[src/rtl/noise_gate_pkg.sv]
// Shared types and helpers for the noise gate: gain state encoding, unity gain and |x| saturation.
package noise_gate_pkg;

    typedef enum logic [2:0] {
        CLOSED  = 3'd0,
        ATTACK  = 3'd1,
        OPEN    = 3'd2,
        HOLD    = 3'd3,
        RELEASE = 3'd4
    } gate_state_t;

    function automatic int unsigned gain_unity(input int unsigned frac);
        return 32'd1 << frac;
    endfunction

    // |x| with the one unrepresentable magnitude (-32768) pinned to full scale.
    function automatic logic [15:0] abs_sat16(input logic signed [15:0] x);
        if (x == 16'sh8000)
            return 16'h7fff;
        else if (x[15])
            return 16'(-x);
        else
            return 16'(x);
    endfunction

endpackage

[src/rtl/noise_gate_envelope.sv]
// Envelope follower: one-pole smoothing of |signal_in|; env_next is the combinational update.
module noise_gate_envelope
    import noise_gate_pkg::*;
#(
    parameter int unsigned ENV_SHIFT = 4
) (
    input  logic               clk,
    input  logic               rst_n,
    input  logic               in_valid,
    input  logic signed [15:0] signal_in,
    output logic        [15:0] env_next
);

    logic        [15:0] env;
    logic        [15:0] mag;
    logic signed [16:0] diff;
    logic signed [16:0] delta;
    logic signed [16:0] sum;

    always_comb begin
        mag   = abs_sat16(signal_in);
        diff  = $signed({1'b0, mag}) - $signed({1'b0, env});
        delta = diff >>> ENV_SHIFT;
        sum   = $signed({1'b0, env}) + delta;
        // Sum stays within 0..32767 by construction; the clamp only guards the register range.
        if (sum[16])
            env_next = '0;
        else if (sum[15])
            env_next = 16'h7fff;
        else
            env_next = sum[15:0];
    end

    always_ff @(posedge clk) begin
        if (!rst_n)
            env <= '0;
        else if (in_valid)
            env <= env_next;
    end

endmodule

[src/rtl/noise_gate.sv]
// Noise gate ahead of the overdrive: envelope-driven gain FSM plus ramped-gain multiply, latency 2.
// Define NOISE_GATE_HYSTERESIS_EN to close at 75% of the open threshold instead of at it.
module noise_gate
    import noise_gate_pkg::*;
#(
    parameter int unsigned ENV_SHIFT    = 4,
    parameter int unsigned GAIN_FRAC    = 8,
    parameter int unsigned ATTACK_STEP  = 32,
    parameter int unsigned RELEASE_STEP = 4,
    parameter int unsigned HOLD_W       = 16
) (
    input  logic                     clk,
    input  logic                     rst_n,
    input  logic                     in_valid,
    input  logic signed [15:0]       signal_in,
    input  logic signed [15:0]       threshold,
    input  logic        [HOLD_W-1:0] hold_samples,
    output logic signed [15:0]       signal_out,
    output logic                     out_valid,
    output logic                     gate_open
);

    localparam int unsigned GW = GAIN_FRAC + 1;
    localparam int unsigned PW = 16 + GW + 1;
    localparam logic [GW-1:0] UNITY       = GW'(gain_unity(GAIN_FRAC));
    localparam logic [GW:0]   STEP_A      = (GW+1)'(ATTACK_STEP);
    localparam logic [GW-1:0] STEP_R      = GW'(RELEASE_STEP);
    localparam logic [GW-1:0] ATTACK_GAIN = (ATTACK_STEP >= gain_unity(GAIN_FRAC)) ? UNITY : GW'(ATTACK_STEP);
    localparam logic signed [PW-1:0] OUT_MAX = PW'(32767);
    localparam logic signed [PW-1:0] OUT_MIN = PW'(-32768);

    gate_state_t              state, state_next;
    logic        [GW-1:0]     gain, gain_next;
    logic        [HOLD_W-1:0] hold_cnt, hold_next;
    logic        [GW:0]       sum_a;
    logic        [15:0]       env_next, open_thr, close_thr;
    logic                     above_open, above_close;
    logic signed [15:0]       sample_q;
    logic                     valid_q;
    logic signed [PW-1:0]     product, scaled;

    noise_gate_envelope #(.ENV_SHIFT(ENV_SHIFT)) u_envelope (
        .clk      (clk),
        .rst_n    (rst_n),
        .in_valid (in_valid),
        .signal_in(signal_in),
        .env_next (env_next)
    );

    always_comb begin
        open_thr = threshold[15] ? '0 : threshold;
`ifdef NOISE_GATE_HYSTERESIS_EN
        close_thr = open_thr - (open_thr >> 2);
`else
        close_thr = open_thr;
`endif
        above_open  = (env_next >= open_thr);
        above_close = (env_next >= close_thr);
    end

    always_comb begin
        state_next = state;
        gain_next  = gain;
        hold_next  = hold_cnt;
        sum_a      = {1'b0, gain} + STEP_A;
        case (state)
            CLOSED: begin
                if (above_open) begin
                    state_next = ATTACK;
                    gain_next  = ATTACK_GAIN;
                end else begin
                    gain_next = '0;
                end
            end
            ATTACK: begin
                if (sum_a >= {1'b0, UNITY}) begin
                    gain_next  = UNITY;
                    state_next = OPEN;
                end else begin
                    gain_next = sum_a[GW-1:0];
                end
            end
            OPEN: begin
                gain_next = UNITY;
                if (!above_close) begin
                    state_next = HOLD;
                    hold_next  = hold_samples;
                end
            end
            HOLD: begin
                gain_next = UNITY;
                if (above_open)
                    state_next = OPEN;
                else if (hold_cnt == '0)
                    state_next = RELEASE;
                else
                    hold_next = hold_cnt - HOLD_W'(1);
            end
            RELEASE: begin
                if (above_open) begin
                    state_next = ATTACK;
                end else if (gain <= STEP_R) begin
                    gain_next  = '0;
                    state_next = CLOSED;
                end else begin
                    gain_next = gain - STEP_R;
                end
            end
            default: begin
                state_next = CLOSED;
                gain_next  = '0;
            end
        endcase
    end

    // gain is only updated on accepted samples, so it still belongs to sample_q at stage 2.
    always_ff @(posedge clk) begin
        if (!rst_n) begin
            state     <= CLOSED;
            gain      <= '0;
            hold_cnt  <= '0;
            sample_q  <= '0;
            gate_open <= 1'b0;
            valid_q   <= 1'b0;
        end else begin
            valid_q <= in_valid;
            if (in_valid) begin
                state     <= state_next;
                gain      <= gain_next;
                hold_cnt  <= hold_next;
                sample_q  <= signal_in;
                gate_open <= (state_next != CLOSED);
            end
        end
    end

    always_comb begin
        product = sample_q * $signed({1'b0, gain});
        scaled  = product >>> GAIN_FRAC;
    end

    always_ff @(posedge clk) begin
        if (!rst_n) begin
            signal_out <= '0;
            out_valid  <= 1'b0;
        end else begin
            out_valid <= valid_q;
            if (valid_q) begin
                if (scaled > OUT_MAX)
                    signal_out <= 16'sh7fff;
                else if (scaled < OUT_MIN)
                    signal_out <= 16'sh8000;
                else
                    signal_out <= scaled[15:0];
            end
        end
    end

endmodule
[config.mk]
export PLATFORM = sky130hd
export DESIGN_NAME = noise_gate
export DESIGN_NICKNAME = d
export VERILOG_FILES = /design/src/rtl/noise_gate_pkg.sv /design/src/rtl/noise_gate_envelope.sv /design/src/rtl/noise_gate.sv
export SDC_FILE = /design/constraint.sdc
export NUM_CORES = 1
export LEC_CHECK = 0
export ABC_AREA = 1
export CAP_MARGIN = 40
export CORE_MARGIN = 4
export CORE_UTILIZATION = 50
export DETAILED_ROUTE_END_ITERATION = 8
export PLACE_DENSITY = 0.8
export SLEW_MARGIN = 40
export SYNTH_ARGS = -nofsm -noshare
export SYNTH_HDL_FRONTEND = slang
export SYNTH_SLANG_ARGS = --single-unit
[constraint.sdc]
create_clock -name clk -period 11.8 [get_ports clk]
set_input_delay 2.36 -clock clk [delete_from_list [all_inputs] [get_ports clk]]
set_output_delay 2.36 -clock clk [all_outputs]
set_load 0.01 [all_outputs]
# Yosys cells after proc, flatten, opt, wreduce, memory -nomap -nowiden
# Cells that the tools add are included.
[op_classes] n_eq_ne=9 n_reduce_logical=7 order_cmp=5 multipliers=1 n_mux=24 n_addsub=6
[op_table] operator="$mux W16" n=8
[op_table] operator="$pmux W9 S4" n=1
[op_table] operator="$pmux W16 S2" n=1
[op_table] operator="$mux W15" n=2
[op_table] operator="$mux W9" n=3
[op_table] operator="$mul A16 B10 Y26" n=1
[op_table] operator="$mux W3" n=7
[op_table] operator="$gt A18 B16 Y1 const B" n=1
[op_table] operator="$lt A18 B16 Y1 const B" n=1
[op_table] operator="$add A17 B13 Y17" n=1
[op_table] operator="$sub A16 B16 Y17" n=1
[op_table] operator="$eq A16 B16 Y1 const B" n=1
[op_table] operator="$ge A16 B15 Y1" n=1
[op_table] operator="$logic_not A16 Y1" n=1
[op_table] operator="$neg A16 Y16" n=1
[op_table] operator="$sub A16 B1 Y16 const B" n=1
[op_table] operator="$pmux W3 S5" n=1
[op_table] operator="$add A9 B6 Y10 const B" n=1
[op_table] operator="$ge A10 B9 Y1 const B" n=1
[op_table] operator="$le A9 B3 Y1 const B" n=1
[op_table] operator="$sub A9 B3 Y9 const B" n=1
[op_table] operator="$ne A2 B2 Y1 const B" n=4
[op_table] operator="$eq A3 B2 Y1 const B" n=2
[op_table] operator="$mux W6" n=1
[op_table] operator="8 further kinds" n=8
[totals] register_bits=79

# Longest topological paths before layout
[depth] word_depth=11 ltp_mapped=46 ltp_nobuf=45

# Modules after synthesis
# Synthesis repeated with hierarchy kept, for this count alone.
[hier_totals] cells_unflattened=1663 hier_area_um2=11333.4
[modules_own_cells] module="noise_gate" seq_area_each_um2=1221.2 area_per_inst_um2=8659.6 cells_per_inst=1244 instances=1
[modules_own_cells] module="noise_gate_envelope" seq_area_each_um2=300.3 area_per_inst_um2=2673.8 cells_per_inst=419 instances=1

# Worst setup path before layout
# OpenSTA, ideal clock, no wires.
[synth_timing] path_kind="in2reg" from="input signal_in[1]" to="register hold_cnt[6]" t_arrival_ns=7.429 slack_ns=4.301 path_buffers=2 setup_time_ns=0.070 required_time_ns=11.730 cell_stages=42 path_cell_list="inv_1 ha_1 nand3_2 nor3_2 nand3_1 nand2_1 inv_1 nand2_1 nand3_1 ha_1 a21oi_1 o21bai_1 a21oi_1 a21boi_2 xnor2_1 ha_1 inv_1 o21ai_0 [... 6 more ...] inv_1 nand2_2 nand2_4 buf_12 nand2_2 inv_1 ha_1 a21oi_1 o21ai_0 a21oi_1 a21boi_0 nand2_1 inv_1 nand2_1 inv_1 buf_2 o21ai_0 a21oi_1"
[synth_via] elab_chain_len=10 elab_cells_between_ends=12
[synth_lines] item="start: declaration" line="noise_gate.sv:15" rtl="input logic signed [15:0] signal_in,"
[synth_lines] item="$neg A16 Y16" line="noise_gate_pkg.sv:21" rtl="return 16'(-x);"
[synth_lines] item="$mux W16" line="noise_gate_pkg.sv:20" rtl="else if (x[15])"
[synth_lines] item="$mux W16 *" line="noise_gate_pkg.sv:18" rtl="if (x == 16'sh8000)"
[synth_lines] item="$sub A16 B16 Y17 *" line="noise_gate_envelope.sv:22" rtl="diff = $signed({1'b0, mag}) - $signed({1'b0, env});"
[synth_lines] item="$add A17 B13 Y17 *" line="noise_gate_envelope.sv:24" rtl="sum = $signed({1'b0, env}) + delta;"
[synth_lines] item="$mux W15" line="noise_gate_envelope.sv:28" rtl="else if (sum[15])"
[synth_lines] item="$mux W16 *" line="noise_gate_envelope.sv:26" rtl="if (sum[16])"
[synth_lines] item="net env_next[9]" line="noise_gate.sv:36" rtl="logic [15:0] env_next, open_thr, close_thr;"
[synth_lines] item="$ge A16 B15 Y1 *" line="noise_gate.sv:57, noise_gate.sv:58"
[synth_lines] item="$ne A2 B2 Y1 (no source line)"
[synth_lines] item="$reduce_and A5 Y1 (no source line) *"
[synth_lines] item="end signal: assignment" line="noise_gate.sv:130" rtl="hold_cnt <= hold_next;"
[synth_lines] item="end: declaration" line="noise_gate.sv:34" rtl="logic [HOLD_W-1:0] hold_cnt, hold_next;"
# Mark *: on every way through the listed nets, which the timed path passes. The rest lies on a longest branch.
# A chain may end at the register's enable or synchronous reset.

# Worst setup path in the final report
[layout_timing] from="input signal_in[15]" to="register hold_cnt[13]"
# Same word-level chain as after synthesis.

==> run_results.csv <==
group,metric,value,unit
critical_path,worst-setup-path-type,"primary input to flop",
sta,finalHoldViolations,0,
synth,seq_area_frac_synth,13.6,%
critical_path,cpMostUsedCell,"a21oi_1",
route,drt_wl_total,25800,um
synth,synth.most_common_cell,"inv_1",
min_path,hold_start,"signal_out[15]",
synth,yosysTopAreaCellShare,15.5,%
synth,synth_edf_count,0,
route,avgRoutedWirePerCell,13.3,um
critical_path,cp.arrival,9480,ps
clock_tree,postCtsHoldBufs,0,
sta,fin_skew,14.4,ps
synth,synth_adder_area_share,30.9,%
sta,fin_ws,2580,ps
floorplanning,die_h,157,um
synth,syn_inst,1628,
synth,mappedNetlistArea,11200,um^2
route,route.detailed.drc,0,
clock_tree,h-tree-depth,3,
synth,yosys.area_share.simple,22.6,%
floorplanning,start_util,51.0,%
global_route,grt.overflow.total,0,
route,drt_iter0_drc,652,
sta,rsz0062_at_grt,"no",
placement,dp_slack,2310,ps
sta,setup_violations,0,
cells_and_area,fin_util,56.0,%
clock_tree,numCtsBuffers,9,
synth,post_synth_num_cell_types,49,
sta,slew_viol_final,0,
critical_path,critical_path.reg2reg.startpoint,"u_envelope.env[1]",
synth,synth-seq-cells,76,
synth,synth.area.top_cells,"ha_1 15%, fa_1 15%, dfxtp_1 14%, inv_1 12%, nand2_1 11%",
cells_and_area,synthToLayoutAreaGrowth,9.84,%
placement,dpl_cell_area,11900,um^2
clock_tree,cts_setup_buffers,0,
power,vdd_drop_max,0.183,mV
route,num_vias,10100,
synth,synthArstFlopShare,0,%
route,postRouteAntennaNets,0,
status,status,"finished clean",
synth,ys.warnings.count,0,
clock_tree,cts_tree,"done",
critical_path,worst-path-max-fanout,18,
synth,syn_area_per_cell,6.85,um^2
sta,fin_crit,9220,ps
placement,gp_congestion,0.910,
floorplanning,dieArea,24800,um^2
critical_path,cp-end-kind,"flop",
floorplanning,ioPinCount,69,
synth,synth_top_family_by_area,"adder cells",
clock_tree,clockBufferDepth,2,
synth,synth_compound_area_share,14.2,%
clock_tree,cts_resized,0,
synth,synthFlopType,"dfxtp_1",
global_route,grt.total_usage,21.9,%
global_route,grt_max_degree,66,
sta,tightest_slew,781,ps
floorplanning,core_area,21900,um^2
route,avgViaCountPerCell,5.20,
synth,synth_commonest_cells,"355 x inv_1, 326 x nand2_1, 138 x ha_1",
min_path,holdCritPathClass,"flop to flop",
sta,relSlewSlack,47.8,%
synth,synth_xor_area_share,4.16,%
clock_tree,root_buffer,"clkbuf_16",
cells_and_area,final_cell_area,12300,um^2
global_route,antenna_found_initial,0,
critical_path,worst_setup_path_start_kind,"primary input",
global_route,grt_pass1_wl,45200,um
synth,muxShareOfSynthArea,0,%
clock_tree,clk_latency,350,ps
sta,fmax,0.108,GHz
floorplanning,num_rows,54,
clock_tree,clkSinkCount,76,
cells_and_area,nets,1926,
flow_run,maxCapViolations,0,
sta,setup-tns-final,0,ps
critical_path,required,12060,ps
power,p_leak,7.15,nW
power,cellPowerDensity,144,nW/um^2
route,dr.pass1.iters,5,
critical_path,slowest_stage,"clkdlybuf4s50_1",
clock_tree,clk_pin_slew,60,ps
global_route,grt_pass1_vias,9868,
placement,dp_hpwl,20900,um
sta,fin_crit_sh,78.1,%
floorplanning,die_w,157,um
synth,synth.largest_area_cell,"ha_1",
critical_path,cpPeakStageDelay,690,ps
placement,portBuffers,68,
critical_path,crit_start,"signal_in[15]",
cells_and_area,layout-drive-gt1-share,5.08,%
## stage by stage
stage | power, W | hold WS [ps] | cells
final | 0.00177 | 487 | 1936
after global routing | 0.00195 | 539 | 1935
after CTS | 0.00177 | 491 | 1935
after detailed placement | 0.00145 | 472 | 1920
after global placement | 0.00143 | 467 | 1920
after floorplan | 0.00122 | 469 | 1632
## cells in the final DEF, fill, tap and decap left out, drive strengths merged, types with 2 or more instances in the layout
cell           count
nor2             100
a211oi             4
clkbuf            11
or2                9
inv              357
buf                2
nand3b             2
nor4               2
nor3b              2
fa                86
xor2              35
xnor2             18
dfxtp             76
nand3             73
a31oi              8
bufinv             2
o21bai             4
a21oi            128
o22ai              2
o21a               2
a31o               2
a21boi             4
ha               138
o21ai            111
a21o              12
clkinv             4
nor3              19
clkdlybuf4s50     66
nand4             18
o211ai             5
nand2            345
conb               5
## power breakdown
group / internal, W / switching (W)
Clock: 0.000190 / 0.000117
Sequential: 0.000295 / 0.0000603
Combinational: 0.000426 / 0.000682
## path summary, 6_finish.rpt
kind	end	slack, ps	depth (start not counted)
max	hold_cnt[13]	2580	38
min	signal_out[15]	490	2
max reg2reg	hold_cnt[13]	5790	33
min reg2reg	signal_out[15]	490	2
## flip-flops by register name, indices dropped and copies added, names as in the netlist, 3 cells and up
register	count
hold_cnt	16
sample_q	16
signal_out	16
u_envelope.env	15
gain	7
state	3
## area by class of cell
class	count	area, um^2
sequential	76	1530
tap	280	350
clock inverter	4	73.8
clock buffer	11	243
antenna	1	2.50
inverter	359	1350
fill	2052	9640
timing repair buffer	68	676
multi-input combinational	1137	8030
## kinds of logic after synthesis
group | after synthesis
flops | 76
fa+ha+maj | 224
compound gates | 285
xor+xnor | 53
other cells | 1
simple gates | 570
buf+inv | 419
## layer usage
metal  global-route usage (%)  share of wire [%]  up-vias  routed length, um
met5                        0                  0        -                  0
met4                     5.65                1.9        0                497
met1                     30.7                 48     4645              12300
met2                     35.9                 46      266              11800
li1                         -                  -     5136                  -
met3                     2.64                4.7       25               1220
## critical path, delay by kind of cell
family                   cells  cell delay [ps]
AO/OA/AOI/OAI               12             1730
XOR/XNOR                     1              150
adder cells (fa/ha/maj)      3              860
AND/OR/NAND/NOR             15             2600
buffers and inverters        7             1760
Power figures use the tool's default switching activity.
